<file path="src/rtl/ysyx_24080014_exu_seq_pkg.sv">
// Shared definitions for the EXU operand sequencer: ALU operand-select codes,
// instruction-class codes, FSM state type and the select-table entry type.
package ysyx_24080014_exu_seq_pkg;

    localparam int CLS_WIDTH = 4;

    // ALU operand-mux select codes; any other code makes the mux yield 0
    localparam logic [2:0] SEL_PC       = 3'b000;
    localparam logic [2:0] SEL_PC_ADD   = 3'b001;
    localparam logic [2:0] SEL_RS_OUT   = 3'b010;
    localparam logic [2:0] SEL_IMM      = 3'b011;
    localparam logic [2:0] SEL_CSR_DATA = 3'b110;
    localparam logic [2:0] SEL_ZERO     = 3'b111;

    // Decoded instruction classes; codes 8..15 are illegal
    localparam logic [CLS_WIDTH-1:0] CLS_RR    = 4'd0;
    localparam logic [CLS_WIDTH-1:0] CLS_RI    = 4'd1;
    localparam logic [CLS_WIDTH-1:0] CLS_LUI   = 4'd2;
    localparam logic [CLS_WIDTH-1:0] CLS_AUIPC = 4'd3;
    localparam logic [CLS_WIDTH-1:0] CLS_JAL   = 4'd4;
    localparam logic [CLS_WIDTH-1:0] CLS_JALR  = 4'd5;
    localparam logic [CLS_WIDTH-1:0] CLS_BR    = 4'd6;
    localparam logic [CLS_WIDTH-1:0] CLS_CSR   = 4'd7;

    typedef enum logic [1:0] {
        ST_IDLE = 2'd0,
        ST_P1   = 2'd1,
        ST_P2   = 2'd2,
        ST_DONE = 2'd3
    } seq_state_e;

    typedef struct packed {
        logic [2:0] rs1;
        logic [2:0] rs2;
    } sel_pair_t;

    function automatic sel_pair_t sel_pair(input logic [2:0] rs1, input logic [2:0] rs2);
        sel_pair_t p;
        p.rs1 = rs1;
        p.rs2 = rs2;
        return p;
    endfunction

endpackage

</file>
<file path="src/rtl/ysyx_24080014_exu_sel_rom.sv">
// Operand-select table: maps (instruction class, pass) to the two ALU operand
// selects, and flags two-pass and illegal classes. Purely combinational.
module ysyx_24080014_exu_sel_rom
    import ysyx_24080014_exu_seq_pkg::*;
(
    input  logic [CLS_WIDTH-1:0] cls,
    input  logic                 pass,
    output logic [2:0]           rs1_ctr,
    output logic [2:0]           rs2_ctr,
    output logic                 two_pass,
    output logic                 illegal
);

    sel_pair_t sel;

    // Table lookup; a second pass of a single-pass class yields ZERO,ZERO
    always_comb begin
        sel      = sel_pair(SEL_ZERO, SEL_ZERO);
        two_pass = 1'b0;
        illegal  = 1'b0;
        case (cls)
            CLS_RR:    if (!pass) sel = sel_pair(SEL_RS_OUT, SEL_RS_OUT);
            CLS_RI:    if (!pass) sel = sel_pair(SEL_RS_OUT, SEL_IMM);
            CLS_LUI:   if (!pass) sel = sel_pair(SEL_ZERO, SEL_IMM);
            CLS_AUIPC: if (!pass) sel = sel_pair(SEL_PC, SEL_IMM);
            CLS_JAL: begin
                two_pass = 1'b1;
                sel = pass ? sel_pair(SEL_PC, SEL_IMM) : sel_pair(SEL_PC_ADD, SEL_ZERO);
            end
            CLS_JALR: begin
                two_pass = 1'b1;
                sel = pass ? sel_pair(SEL_RS_OUT, SEL_IMM) : sel_pair(SEL_PC_ADD, SEL_ZERO);
            end
            CLS_BR: begin
                two_pass = 1'b1;
                sel = pass ? sel_pair(SEL_PC, SEL_IMM) : sel_pair(SEL_RS_OUT, SEL_RS_OUT);
            end
            CLS_CSR: begin
                two_pass = 1'b1;
                sel = pass ? sel_pair(SEL_CSR_DATA, SEL_RS_OUT) : sel_pair(SEL_CSR_DATA, SEL_ZERO);
            end
            default:   illegal = 1'b1;
        endcase
    end

    assign rs1_ctr = sel.rs1;
    assign rs2_ctr = sel.rs2;

endmodule

</file>
<file path="src/rtl/ysyx_24080014_exu_seq.sv">
// EXU operand sequencer: accepts one instruction class from IDU, steps the ALU
// operand muxes through one or two passes, captures each pass result and hands
// the results to LSU/WBU.
// Build option: YSYX_24080014_EXU_FAST_ISSUE_EN drives pass-1 selects straight
// from in_cls during the accept cycle and captures res0 there, skipping P1.
//
// state   | meaning
// IDLE    | waiting for an instruction, in_ready=1
// P1      | first ALU pass, res0 captured at end of cycle
// P2      | second ALU pass, res1 captured at end of cycle
// DONE    | results held on out_*, waiting for out_ready
module ysyx_24080014_exu_seq
    import ysyx_24080014_exu_seq_pkg::*;
#(
    parameter int CLS_W = 4,
    parameter int XLEN  = 32
) (
    input  logic             clk,
    input  logic             rst,
    input  logic             in_valid,
    output logic             in_ready,
    input  logic [CLS_W-1:0] in_cls,
    input  logic [XLEN-1:0]  alu_result,
    output logic [2:0]       rs1_ctr,
    output logic [2:0]       rs2_ctr,
    output logic             alu_pass,
    output logic             busy,
    output logic             out_valid,
    input  logic             out_ready,
    output logic [XLEN-1:0]  out_res0,
    output logic [XLEN-1:0]  out_res1,
    output logic [CLS_W-1:0] out_cls,
    output logic             out_illegal
);

    seq_state_e       state;
    logic [CLS_W-1:0] cls_q;
    logic [CLS_W-1:0] rom_cls;
    logic             rom_pass;
    logic [2:0]       rom_rs1;
    logic [2:0]       rom_rs2;
    logic             rom_two_pass;
    logic             rom_illegal;

    // In IDLE the table looks at the incoming class, afterwards at the latched one
    assign rom_cls  = (state == ST_IDLE) ? in_cls : cls_q;
    assign rom_pass = (state == ST_P2);

    ysyx_24080014_exu_sel_rom u_sel_rom (
        .cls      (rom_cls),
        .pass     (rom_pass),
        .rs1_ctr  (rom_rs1),
        .rs2_ctr  (rom_rs2),
        .two_pass (rom_two_pass),
        .illegal  (rom_illegal)
    );

    assign in_ready = (state == ST_IDLE) && !rst;
    assign busy     = (state != ST_IDLE);

    // Operand selects: table output during passes, ZERO everywhere else
    always_comb begin
        rs1_ctr = SEL_ZERO;
        rs2_ctr = SEL_ZERO;
        if (state == ST_P1 || state == ST_P2) begin
            rs1_ctr = rom_rs1;
            rs2_ctr = rom_rs2;
        end
`ifdef YSYX_24080014_EXU_FAST_ISSUE_EN
        else if (in_ready && in_valid) begin
            rs1_ctr = rom_rs1;
            rs2_ctr = rom_rs2;
        end
`endif
    end

    // Sequencer FSM with result capture and output handshake
    always_ff @(posedge clk) begin
        if (rst) begin
            state       <= ST_IDLE;
            cls_q       <= '0;
            out_res0    <= '0;
            out_res1    <= '0;
            out_cls     <= '0;
            out_illegal <= 1'b0;
            out_valid   <= 1'b0;
            alu_pass    <= 1'b0;
        end else begin
            case (state)
                ST_IDLE: begin
                    if (in_valid) begin
                        cls_q <= in_cls;
`ifdef YSYX_24080014_EXU_FAST_ISSUE_EN
                        out_res0    <= alu_result;
                        out_cls     <= in_cls;
                        out_illegal <= rom_illegal;
                        if (rom_two_pass) begin
                            state    <= ST_P2;
                            alu_pass <= 1'b1;
                        end else begin
                            state     <= ST_DONE;
                            out_valid <= 1'b1;
                        end
`else
                        state <= ST_P1;
`endif
                    end
                end
                ST_P1: begin
                    out_res0    <= alu_result;
                    out_cls     <= cls_q;
                    out_illegal <= rom_illegal;
                    if (rom_two_pass) begin
                        state    <= ST_P2;
                        alu_pass <= 1'b1;
                    end else begin
                        state     <= ST_DONE;
                        out_valid <= 1'b1;
                    end
                end
                ST_P2: begin
                    out_res1  <= alu_result;
                    alu_pass  <= 1'b0;
                    out_valid <= 1'b1;
                    state     <= ST_DONE;
                end
                ST_DONE: begin
                    if (out_ready) begin
                        out_valid <= 1'b0;
                        out_res1  <= '0;
                        state     <= ST_IDLE;
                    end
                end
                default: state <= ST_IDLE;
            endcase
        end
    end

endmodule

</file>
<file path="config.mk">
export PLATFORM = sky130hd
export DESIGN_NAME = ysyx_24080014_exu_seq
export DESIGN_NICKNAME = d
export VERILOG_FILES = /design/src/rtl/ysyx_24080014_exu_seq_pkg.sv /design/src/rtl/ysyx_24080014_exu_sel_rom.sv /design/src/rtl/ysyx_24080014_exu_seq.sv
export SDC_FILE = /design/constraint.sdc
export NUM_CORES = 1
export LEC_CHECK = 0
export BUFFER_PORTS_ARGS = -buffer_cell sky130_fd_sc_hd__buf_4
export CORE_UTILIZATION = 44
export DETAILED_ROUTE_END_ITERATION = 10
export PLACE_DENSITY = 0.78
export SYNTH_ARGS = -nofsm -noshare
export SYNTH_HDL_FRONTEND = slang
export SYNTH_SLANG_ARGS = --single-unit
</file>
<file path="constraint.sdc">
create_clock -name clk -period 1.4 [get_ports clk]
set_input_delay 0.07 -clock clk [delete_from_list [all_inputs] [get_ports clk]]
set_output_delay 0.07 -clock clk [all_outputs]
set_load 0.1 [all_outputs]
</file>
==> metrics.yaml <==
status: "complete, but fails checks"
violations: "setup timing"
worstReg2RegStart: "state[0]"
regToRegSetupSlack_ps: -370
grt_pass1_vias: 3084
drt_iter0_drc: 136
synth_top_area_frac: 0.5037
core_sq_mm: 0.006756
max_freq_ghz: 0.4882
powerDensity_mw_per_mm2: 2292
clk-insertion-delay-late_ps: 350
grt_start_max_net_pins: 37
worstPathRequired_ps: 1330
hold_class: "input pin to register"
p_leak_uw: 0.002288
max-vdd-ir-drop_mv: 1.381
period_needed_ps: 2049
die-area_sq_mm: 0.007293
post_drt_wl_per_cell_um: 18.50
p_total_uw: 12420
crit_path_end_kind: "output port"
ys_ff_latch: 77
startpoint_type: "register"
cts_tree: "yes"
drc: 0
clkSinkCount: 77
die_w_um: 85.40
layout_setup_ws_ps: -648.5
post_synth.cell_area_avg_sq_um: 9.872
final_nets: 535
synth_commonest_cells: "dfxtp_1 (77), nor2_1 (71), mux2i_1 (38)"
drt_pass1_iterations: 4
fp.dieH_um: 85.40
gp_congestion: 0.7641
clockRootBuffer: "clkbuf_8"
synth_cell_types: 45
start_util: 0.4530
crit_type: "register to output port"
grt_pass1_wl_mm: 14.79
ant_nets: 0
reg2reg_depth: 11
skew_ps: 8.832
clkSlewWorstSetupHoldPaths_ps: 80
max_cap_violations: 0
r2r_end: "out_res1[3]"
synth-edff-count: 0
ys_seq_area_frac: 0.5037
grt_usage: 0.2580
route.vias.total: 3071
yosys.area.top_type: "dfxtp_1"
crit_fanout: 7
synth_fp_nets: 354
hold_violations: 0
numPlacedInstances: 516
synth_area_sq_mm: 0.003060
async_reset_ff_frac: 0
syn-instance-count: 310
synthTopCellsByArea: "dfxtp_1 (50%), mux2i_1 (12%), nor2_1 (8.7%)"
slew_violations: 0
routed_wl_mm: 10.65
hold_start: "in_cls[3]"
drive_gt1_frac: 0.4899
place.port_buffers: 117
synthMostInstantiatedCell: "dfxtp_1"
period_share: 1.463
cts_inserted_buffers: 9
hold_depth: 3
diodes: 0
synthToLayoutAreaGrowth_pct: 77.15
yosys_most_used_dff: "dfxtp_1"
overflow: 0
finalNonFillerCells: 576
antenna_found_initial: 0
vias_per_cell: 5.332
setup_violations: 44
dp_hpwl_mm: 5.943
worstPathArrival_ps: 1980
clock_path_buffers: 2
io_pins: 119
hold_path_end: "cls_q[3]"
cts_max_level: 3
yosys_warnings: 0
rows: 30
grt_setup_unrepaired: "true"
-- worst max-delay path by stage --
stage	to	cells past startpoint	startpoint	slack (ps)
6_report	rs2_ctr[0]	7	state[1]	-650
5_1_grt	rs2_ctr[0]	7	state[0]	-690
4_1_cts	rs1_ctr[1]	6	state[0]	-620
3_5_place_dp	rs1_ctr[1]	6	state[1]	-370
3_3_place_gp	rs1_ctr[1]	6	state[1]	-320
2_1_floorplan	rs1_ctr[1]	6	state[0]	-750
-- final cells by class --
type / instances / area, sq um
Clock buffer: 10 / 137.6
Clock inverter: 6 / 67.56
Fill cell: 367 / 1335
Inverter: 4 / 27.53
Multi-Input combinational cell: 204 / 1723
Sequential cell: 77 / 1545
Tap cell: 80 / 100.1
Timing Repair Buffer: 195 / 1821
-- logic make-up after synthesis --
logic type                 Yosys count  synth area share
and+or+nand+nor                    102            0.1443
DFF                                 77            0.5037
AOI/OAI and AO/OA                   51            0.1222
muxes                               44            0.1558
buffers and inverters               29           0.05070
adders and majority gates            4           0.01635
xor gates and xnor gates             2          0.005725
other                                1          0.001225
-- power by group --
| group | switching, uW | internal [uW] |
|---|---|---|
| sequential | 247 | 2570 |
| clock | 862 | 882 |
| combinational | 5090 | 2770 |
-- layout by cell type, fill, tap and decap left out, types with 2 or more instances in the layout --
cell type / Yosys / final
a22oi_1: 32 / 5
a21oi_1: 7 / 5
clkbuf_16: 0 / 4
a31oi_1: 2 / 2
xnor2_1: 2 / 2
inv_6: 0 / 2
dfxtp_1: 77 / 74
clkinvlp_4: 0 / 2
mux2_4: 1 / 2
dlygate4sd3_1: 0 / 33
buf_12: 0 / 10
a21oi_2: 0 / 2
mux2i_4: 2 / 5
mux2i_1: 38 / 35
and2_4: 1 / 2
nand2_1: 8 / 8
nor2_1: 71 / 70
inv_2: 1 / 2
clkbuf_8: 0 / 10
ha_4: 0 / 4
dfxtp_2: 0 / 3
a22oi_2: 0 / 27
buf_8: 1 / 5
buf_4: 4 / 132
buf_6: 1 / 11
nor3_2: 0 / 2
nand3_1: 6 / 5
-- what timing repair did --
item / CTS / global route
hold endpoints to repair: 57 / 0
hold buffers: 33 / 0
setup buffers: 3 / 9
setup endpoints to repair: 76 / 52
resized for setup: 35 / 58
cloned: 2 / 4
pin swaps: 3 / 25
-- worst max-delay path, cell delays in order (launching register included) --
cell,delay [ps]
dfxtp_2,340
inv_2,50
ha_4,210
buf_6,150
mux2i_4,180
and2_4,220
a32oi_4,270
buf_12,210
-- metrics by stage --
stage	area [sq um]	setup slack (ps)	TNS, ps	utilization	hold slack [ps]
3_5_place_dp	4338	-367.9	-8078	0.6420	323.0
2_1_floorplan	3181	-747.4	-2566	-	217.2
4_1_cts	5076	-615.8	-8091	0.7513	13.27
6_report	5421	-648.5	-12570	0.8024	33.02
3_3_place_gp	4338	-319.0	-6203	0.6420	311.4
5_1_grt	5421	-691.2	-15260	0.8024	31.32
-- registers in the layout, summed over array words and instances, names as in the netlist --
| register | flops |
|---|---|
| out_cls | 4 |
| alu_pass | 1 |
| out_valid | 1 |
| cls_q | 4 |
| out_illegal | 1 |
| out_res1 | 32 |
| state | 2 |
| out_res0 | 32 |
-- routing by layer --
| metal | wire length [um] | up-vias | GRT usage |
|---|---|---|---|
| met5 | 0 | - | 0 |
| met4 | 243 | 0 | 0.1288 |
| met3 | 501 | 22 | 0.06226 |
| met2 | 5616 | 101 | 0.4625 |
| met1 | 4293 | 1513 | 0.2838 |
| li1 | - | 1435 | - |
(Power assumes the default switching activity.)
